File: src/rtl/dcp_pkg.sv
// dcp_pkg: shared types and constants for the DCP debug command units.
//   - dcp_state_e : register-dump sequencer states
//   - dcp_phase_e : which kind of word the sequencer is currently sending
//   - hs_state_e  : four-phase handshake engine states
//   - TERM_CHAR   : control word that closes a dump
//   - CMD_*_DEF   : default command codes ('T' = dump all, 'R' = dump one)
package dcp_pkg;

  typedef enum logic [2:0] {
    IDLE, SNAP, LOAD, REQ, WAITLO, TERM, DONE
  } dcp_state_e;

  typedef enum logic [1:0] {
    PH_INDEX, PH_DATA, PH_TERM
  } dcp_phase_e;

  typedef enum logic [1:0] {
    HS_IDLE, HS_REQ, HS_LO
  } hs_state_e;

  localparam logic [31:0] TERM_CHAR   = 32'h0000_000A;
  localparam logic [7:0]  CMD_ALL_DEF = 8'h54;
  localparam logic [7:0]  CMD_ONE_DEF = 8'h52;

endpackage

File: src/rtl/dcp_tx_hs.sv
// dcp_tx_hs: four-phase req/ack handshake engine shared by DCP command units.
//   clk, rst : clock, synchronous active-high reset
//   go       : start one transfer (sampled only when idle)
//   ack_tx   : acknowledge from the TX path
//   req_tx   : registered request
//   done     : high in the cycle ack_tx is seen low after the request dropped;
//              the owner advances on this cycle
module dcp_tx_hs
  import dcp_pkg::*;
(
  input  logic clk,
  input  logic rst,
  input  logic go,
  input  logic ack_tx,
  output logic req_tx,
  output logic done
);

  hs_state_e st_q, st_d;
  logic      req_q, req_d;

  always_comb begin
    st_d  = st_q;
    req_d = req_q;
    unique case (st_q)
      HS_IDLE: if (go) begin
        st_d  = HS_REQ;
        req_d = 1'b1;
      end
      // An ack that is already high is taken as the acknowledge.
      HS_REQ: if (ack_tx) begin
        st_d  = HS_LO;
        req_d = 1'b0;
      end
      HS_LO: if (!ack_tx) st_d = HS_IDLE;
      default: st_d = HS_IDLE;
    endcase
  end

  always_ff @(posedge clk) begin
    if (rst) begin
      st_q  <= HS_IDLE;
      req_q <= 1'b0;
    end else begin
      st_q  <= st_d;
      req_q <= req_d;
    end
  end

  assign req_tx = req_q;
  assign done   = (st_q == HS_LO) && !ack_tx;

endmodule

File: src/rtl/dcp_reg_dump.sv
// dcp_reg_dump: debug register-dump sequencer for the serial debug unit.
// On a dump command, snapshots NUM_REGS datapath registers, holds the CPU and
// streams the words (then a TERM_CHAR control word) over a four-phase req/ack.
//   clk, rst  : clock, synchronous active-high reset
//   sel_mode  : command code (CMD_ALL dumps all, CMD_ONE dumps sel_idx)
//   sel_idx   : channel for CMD_ONE, clamped to NUM_REGS-1
//   regs_flat : channel k at [k*DATA_W +: DATA_W]
//   ack_tx    : TX acknowledge
//   req_tx    : TX request
//   type_tx   : 0 = data word, 1 = control/index word
//   dout      : TX payload, data zero-extended
//   finish    : one-cycle pulse at the end of a complete dump
//   cpu_hold  : high from snapshot to finish
// Build option DCP_DUMP_INDEX_EN: when defined, each data word is preceded by
// an index word {24'h0, idx[7:0]} with type_tx=1.
module dcp_reg_dump
  import dcp_pkg::*;
#(
  parameter int          NUM_REGS = 9,
  parameter int          DATA_W   = 32,
  parameter logic [7:0]  CMD_ALL  = CMD_ALL_DEF,
  parameter logic [7:0]  CMD_ONE  = CMD_ONE_DEF,
  localparam int         IDX_W    = (NUM_REGS > 1) ? $clog2(NUM_REGS) : 1
) (
  input  logic                       clk,
  input  logic                       rst,
  input  logic [7:0]                 sel_mode,
  input  logic [IDX_W-1:0]           sel_idx,
  input  logic [NUM_REGS*DATA_W-1:0] regs_flat,
  input  logic                       ack_tx,
  output logic                       req_tx,
  output logic                       type_tx,
  output logic [31:0]                dout,
  output logic                       finish,
  output logic                       cpu_hold
);

`ifdef DCP_DUMP_INDEX_EN
  localparam dcp_phase_e FIRST_PH = PH_INDEX;
`else
  localparam dcp_phase_e FIRST_PH = PH_DATA;
`endif

  dcp_state_e                         state_q, state_d;
  dcp_phase_e                         phase_q, phase_d;
  logic                               armed_q, armed_d;
  logic                               one_q, one_d;
  logic [IDX_W-1:0]                   idx_q, idx_d;
  logic [IDX_W-1:0]                   last_q, last_d;
  logic [NUM_REGS-1:0][DATA_W-1:0]    shadow_q, shadow_d;
  logic [31:0]                        dout_q, dout_d;
  logic                               type_q, type_d;
  logic                               finish_q, finish_d;
  logic                               hold_q, hold_d;

  logic             cmd_hit;
  logic [IDX_W-1:0] sel_clamp;
  logic             hs_go, hs_done;

  assign cmd_hit   = (sel_mode == CMD_ALL) || (sel_mode == CMD_ONE);
  assign sel_clamp = (int'(sel_idx) >= NUM_REGS) ? IDX_W'(NUM_REGS - 1) : sel_idx;
  // Both LOAD and TERM hand a prepared word to the handshake engine.
  assign hs_go     = (state_q == LOAD) || (state_q == TERM);

  dcp_tx_hs u_hs (
    .clk    (clk),
    .rst    (rst),
    .go     (hs_go),
    .ack_tx (ack_tx),
    .req_tx (req_tx),
    .done   (hs_done)
  );

  always_comb begin
    state_d  = state_q;
    phase_d  = phase_q;
    armed_d  = armed_q;
    one_d    = one_q;
    idx_d    = idx_q;
    last_d   = last_q;
    shadow_d = shadow_q;
    dout_d   = dout_q;
    type_d   = type_q;
    finish_d = 1'b0;
    hold_d   = hold_q;

    // Re-arm on any non-command code, in any state, so a held command fires once.
    if (!cmd_hit) armed_d = 1'b1;

    unique case (state_q)
      IDLE: if (armed_q && cmd_hit) begin
        state_d = SNAP;
        armed_d = 1'b0;
        one_d   = (sel_mode == CMD_ONE);
        hold_d  = 1'b1;
      end
      SNAP: begin
        shadow_d = regs_flat;
        idx_d    = one_q ? sel_clamp : '0;
        last_d   = one_q ? sel_clamp : IDX_W'(NUM_REGS - 1);
        phase_d  = FIRST_PH;
        state_d  = LOAD;
      end
      LOAD: begin
        if (phase_q == PH_INDEX) begin
          dout_d = {24'h0, 8'(idx_q)};
          type_d = 1'b1;
        end else begin
          dout_d = 32'(shadow_q[idx_q]);
          type_d = 1'b0;
        end
        state_d = REQ;
      end
      REQ: if (ack_tx) state_d = WAITLO;
      WAITLO: if (hs_done) begin
        unique case (phase_q)
          PH_INDEX: begin
            phase_d = PH_DATA;
            state_d = LOAD;
          end
          PH_DATA: begin
            if (idx_q == last_q) begin
              phase_d = PH_TERM;
              state_d = TERM;
            end else begin
              idx_d   = idx_q + 1'b1;
              phase_d = FIRST_PH;
              state_d = LOAD;
            end
          end
          default: begin
            finish_d = 1'b1;
            hold_d   = 1'b0;
            state_d  = DONE;
          end
        endcase
      end
      TERM: begin
        dout_d  = TERM_CHAR;
        type_d  = 1'b1;
        state_d = REQ;
      end
      DONE: state_d = IDLE;
      default: state_d = IDLE;
    endcase
  end

  always_ff @(posedge clk) begin
    if (rst) begin
      state_q  <= IDLE;
      phase_q  <= PH_DATA;
      armed_q  <= 1'b1;
      one_q    <= 1'b0;
      idx_q    <= '0;
      last_q   <= '0;
      dout_q   <= '0;
      type_q   <= 1'b0;
      finish_q <= 1'b0;
      hold_q   <= 1'b0;
    end else begin
      state_q  <= state_d;
      phase_q  <= phase_d;
      armed_q  <= armed_d;
      one_q    <= one_d;
      idx_q    <= idx_d;
      last_q   <= last_d;
      shadow_q <= shadow_d;
      dout_q   <= dout_d;
      type_q   <= type_d;
      finish_q <= finish_d;
      hold_q   <= hold_d;
    end
  end

  assign type_tx  = type_q;
  assign dout     = dout_q;
  assign finish   = finish_q;
  assign cpu_hold = hold_q;

endmodule

File: config.mk
export PLATFORM = sky130hd
export DESIGN_NAME = dcp_reg_dump
export DESIGN_NICKNAME = d
export VERILOG_FILES = /design/src/rtl/dcp_pkg.sv /design/src/rtl/dcp_tx_hs.sv /design/src/rtl/dcp_reg_dump.sv
export SDC_FILE = /design/constraint.sdc
export NUM_CORES = 1
export LEC_CHECK = 0
export BUFFER_PORTS_ARGS = -buffer_cell sky130_fd_sc_hd__buf_2
export CELL_PAD_IN_SITES_DETAIL_PLACEMENT = 2
export CELL_PAD_IN_SITES_GLOBAL_PLACEMENT = 2
export CORE_MARGIN = 5
export CORE_UTILIZATION = 34
export CTS_CLUSTER_DIAMETER = 30
export CTS_CLUSTER_SIZE = 28
export DETAILED_ROUTE_END_ITERATION = 8
export MAX_ROUTING_LAYER = met4
export PLACE_DENSITY = 0.71
export REMOVE_ABC_BUFFERS = 1
export SETUP_SLACK_MARGIN = 0.05
export SLEW_MARGIN = 30
export SYNTH_ARGS = -nofsm -noshare
export SYNTH_HDL_FRONTEND = slang
export SYNTH_SLANG_ARGS = --single-unit
File: constraint.sdc
create_clock -name clk -period 15.25 [get_ports clk]
set_clock_uncertainty 0.15 [all_clocks]
set_input_delay 3.05 -clock clk [delete_from_list [all_inputs] [get_ports clk]]
set_output_delay 3.05 -clock clk [all_outputs]
set_load 0.05 [all_outputs]
==> results.json <==
{
  "status": "finished, final reports clean",
  "hold_slack_ns": 0.323,
  "synth_fa_ha_area_share_pct": 0.0957,
  "synthArstFlopShare_pct": 0,
  "synth_area_leader_cell": "edfxtp_1",
  "drc_errors": 0,
  "port_buffers": 338,
  "rsz0062_at_grt": "false",
  "hold_path_depth": 2,
  "die_x_um": 206,
  "rows": 71,
  "vias_per_cell": 4.93,
  "synth_flop_cell": "edfxtp_1",
  "hold_violations": 0,
  "area_delta_synth_final_pct": 40.1,
  "cts_tree": "yes",
  "stdcell_area_sq_um": 18300,
  "slew_violations": 0,
  "layout_common_cells": "buf_2, edfxtp_1, clkbuf_16, mux4_2, dfxtp_1",
  "dr.first_iter.drc_count": 475,
  "yosys_warnings": 0,
  "totalWireLength_mm": 43.3,
  "crit_fanout": 77,
  "grt_pass1_vias": 9703,
  "ant_nets": 0,
  "post_drt_wl_per_cell_um": 25.8,
  "cts_hold_buf": 0,
  "gr-total-overflow": 0,
  "grt_use_total_pct": 21.0,
  "vdd.ir_drop.worst_v": 0.000115,
  "synth_compound_area_share_pct": 5.94,
  "leakagePower_uw": 0.00659,
  "min_from": "dout[13]$_SDFFE_PP0P_",
  "synth-edff-count": 288,
  "synthDominantCellAreaShare_pct": 66.1,
  "post_cts_buffers": 0,
  "tightest_slew_ns": 0.985,
  "synth-seq-cells": 341,
  "clock-sinks": 341,
  "synthXorXnorAreaFrac_pct": 0.402,
  "coreArea_sq_um": 37800,
  "ys_types": 62,
  "p_per_area_nw_per_um2": 161,
  "synth_seq_area_share_pct": 74.3,
  "grt_max_degree": 148,
  "die_y_um": 206,
  "synthMuxAreaShare_pct": 13.6,
  "r2r_end": "shadow_q[90]$_DFFE_PP_",
  "grt_pass1_wl_mm": 62.6,
  "cts_made_buffers": 86,
  "finalCritPeriodShare_pct": 32.6,
  "path_clk_slew_ns": 0.05,
  "endpoint_kind": "flip-flop",
  "ctsHtreeMaxLevel": 3,
  "reg2reg_depth": 4,
  "layout_min_cycle_time_ns": 4.98,
  "r2r_setup_slack_ns": 11.75,
  "cts_root_buffer": "clkbuf_16",
  "gp_congestion": 0.777,
  "drive_gt1_share_pct": 50.4,
  "reg2reg_from": "state_q[0]$_SDFFE_PP0P_",
  "netlist_instances": 677,
  "cap_violations": 0,
  "clk_path_buf_depth": 3,
  "die_area_sq_um": 42500,
  "cts_resized": 0,
  "max_freq_ghz": 0.201,
  "required_ns": 15.32,
  "placed_area_sq_um": 15200,
  "final_common_cell": "buf_2",
  "nets": 1370,
  "relSlewSlack_pct": 34.3,
  "cp.arrival_ns": 5.05,
  "start_kind": "input port",
  "synth.avg_cell_area_sq_um": 19.3,
  "num_vias": 8266,
  "worstSetupPathType": "in2reg",
  "clkLatencyLatePin_ns": 0.62,
  "grt_antenna_before_repair": 25,
  "min_to": "dout[13]$_SDFFE_PP0P_",
  "synth_area_sq_um": 13100,
  "synth_top_family_by_area": "multiplexers",
  "first_pass_iters": 5,
  "hp-class": "reg2reg",
  "fillers": 3538,
  "synth-simple-area-share_pct": 3.35,
  "dp_hpwl_mm": 27.5,
  "initial_utilization_pct": 34.6,
  "setup_violations": 0,
  "io_pins": 339,
  "synthTopCellsByArea": "edfxtp_1, mux4_2, dfxtp_1"
}
## final cells by class
cell class	count	area, sq um	share of cell area (%)
flip-flops and latches	341	9720	53.1
multi-input cells	281	3060	16.7
clock buffers	107	2300	12.6
repair buffers	344	1750	9.57
clock inverters	55	732	4.00
well taps	511	639	3.49
diodes	25	62.6	0.341
inverters	12	45.0	0.246
## stage by stage
step / total power [uW] / std cells / setup WS [ns] / TNS, ns / util, %
detailed placement: 1080 / 1489 / 9.67 / 0 / 40.2
global route: 3050 / 1676 / 10.20 / 0 / 48.4
floorplan: 1040 / 634 / -0.717 / -206.52 / -
finish: 2950 / 1676 / 10.27 / 0 / 48.4
CTS: 2980 / 1651 / 10.31 / 0 / 48.2
global placement: 1080 / 1489 / 9.49 / 0 / 40.2
## how the worst max path moves through the flow
stage          startpoint                      end  cells past startpoint
2_1_floorplan         rst    shadow_q[0]$_DFFE_PP_                      1
3_3_place_gp          rst  shadow_q[153]$_DFFE_PP_                      4
3_5_place_dp          rst  shadow_q[153]$_DFFE_PP_                      4
4_1_cts               rst   shadow_q[52]$_DFFE_PP_                      4
5_1_grt               rst   shadow_q[52]$_DFFE_PP_                      4
6_report              rst   shadow_q[90]$_DFFE_PP_                      4
## report_power, final
| part | switching (uW) | internal, uW |
|---|---|---|
| clock network | 594 | 1280 |
| logic | 24.0 | 29.1 |
| registers | 0.879 | 1010 |
## state kept, by name, summed over array words and instances (netlist names)
register     flops
armed_q          1
idx_q            4
dout            32
u_hs.st_q        2
finish           1
phase_q          2
type_tx          1
one_q            1
state_q          3
shadow_q       288
last_q           4
cpu_hold         1
u_hs.req_tx      1
## cells in the mapped netlist (2+ instances only)
library cell  instances
edfxtp_1            288
mux4_2               62
dfxtp_1              53
a22oi_1              29
mux2i_1              29
o21ai_0              27
buf_2                16
a21oi_1              14
nand2_1              13
inv_1                12
buf_4                11
nor2_1               11
clkbuf_1              8
nand3_1               8
o21ai_1               8
buf_6                 6
xnor2_1               6
a31oi_1               5
and3_1                5
nor2b_1               4
a211oi_1              3
mux2_2                3
nand3b_1              3
nor3b_2               3
o221ai_1              3
o22ai_1               3
o32ai_1               3
a211o_1               2
a221oi_2              2
mux4_1                2
nor3_1                2
nor4b_4               2
or3b_1                2
## per-layer routing
layer	vias up	track usage [%]	share of wire [%]
met3	77	7.85	8.1
met4	0	7.82	2.5
met2	344	35.3	52
met1	4205	22.8	37
met5	-	-	0
li1	3640	-	-
## critical path, stage by stage
cell and delay (ns):
buf_2 0.29, nor2_4 0.18, buf_6 0.56, buf_4 0.80
## cell families after synthesis
kind of cell / Yosys count
multiplexers: 96
flip-flops: 341
XOR/XNOR: 6
adder cells (fa/ha/maj): 1
AO/OA/AOI/OAI: 113
AND/OR/NAND/NOR: 65
buffers and inverters: 55
(Power assumes the default switching activity.)
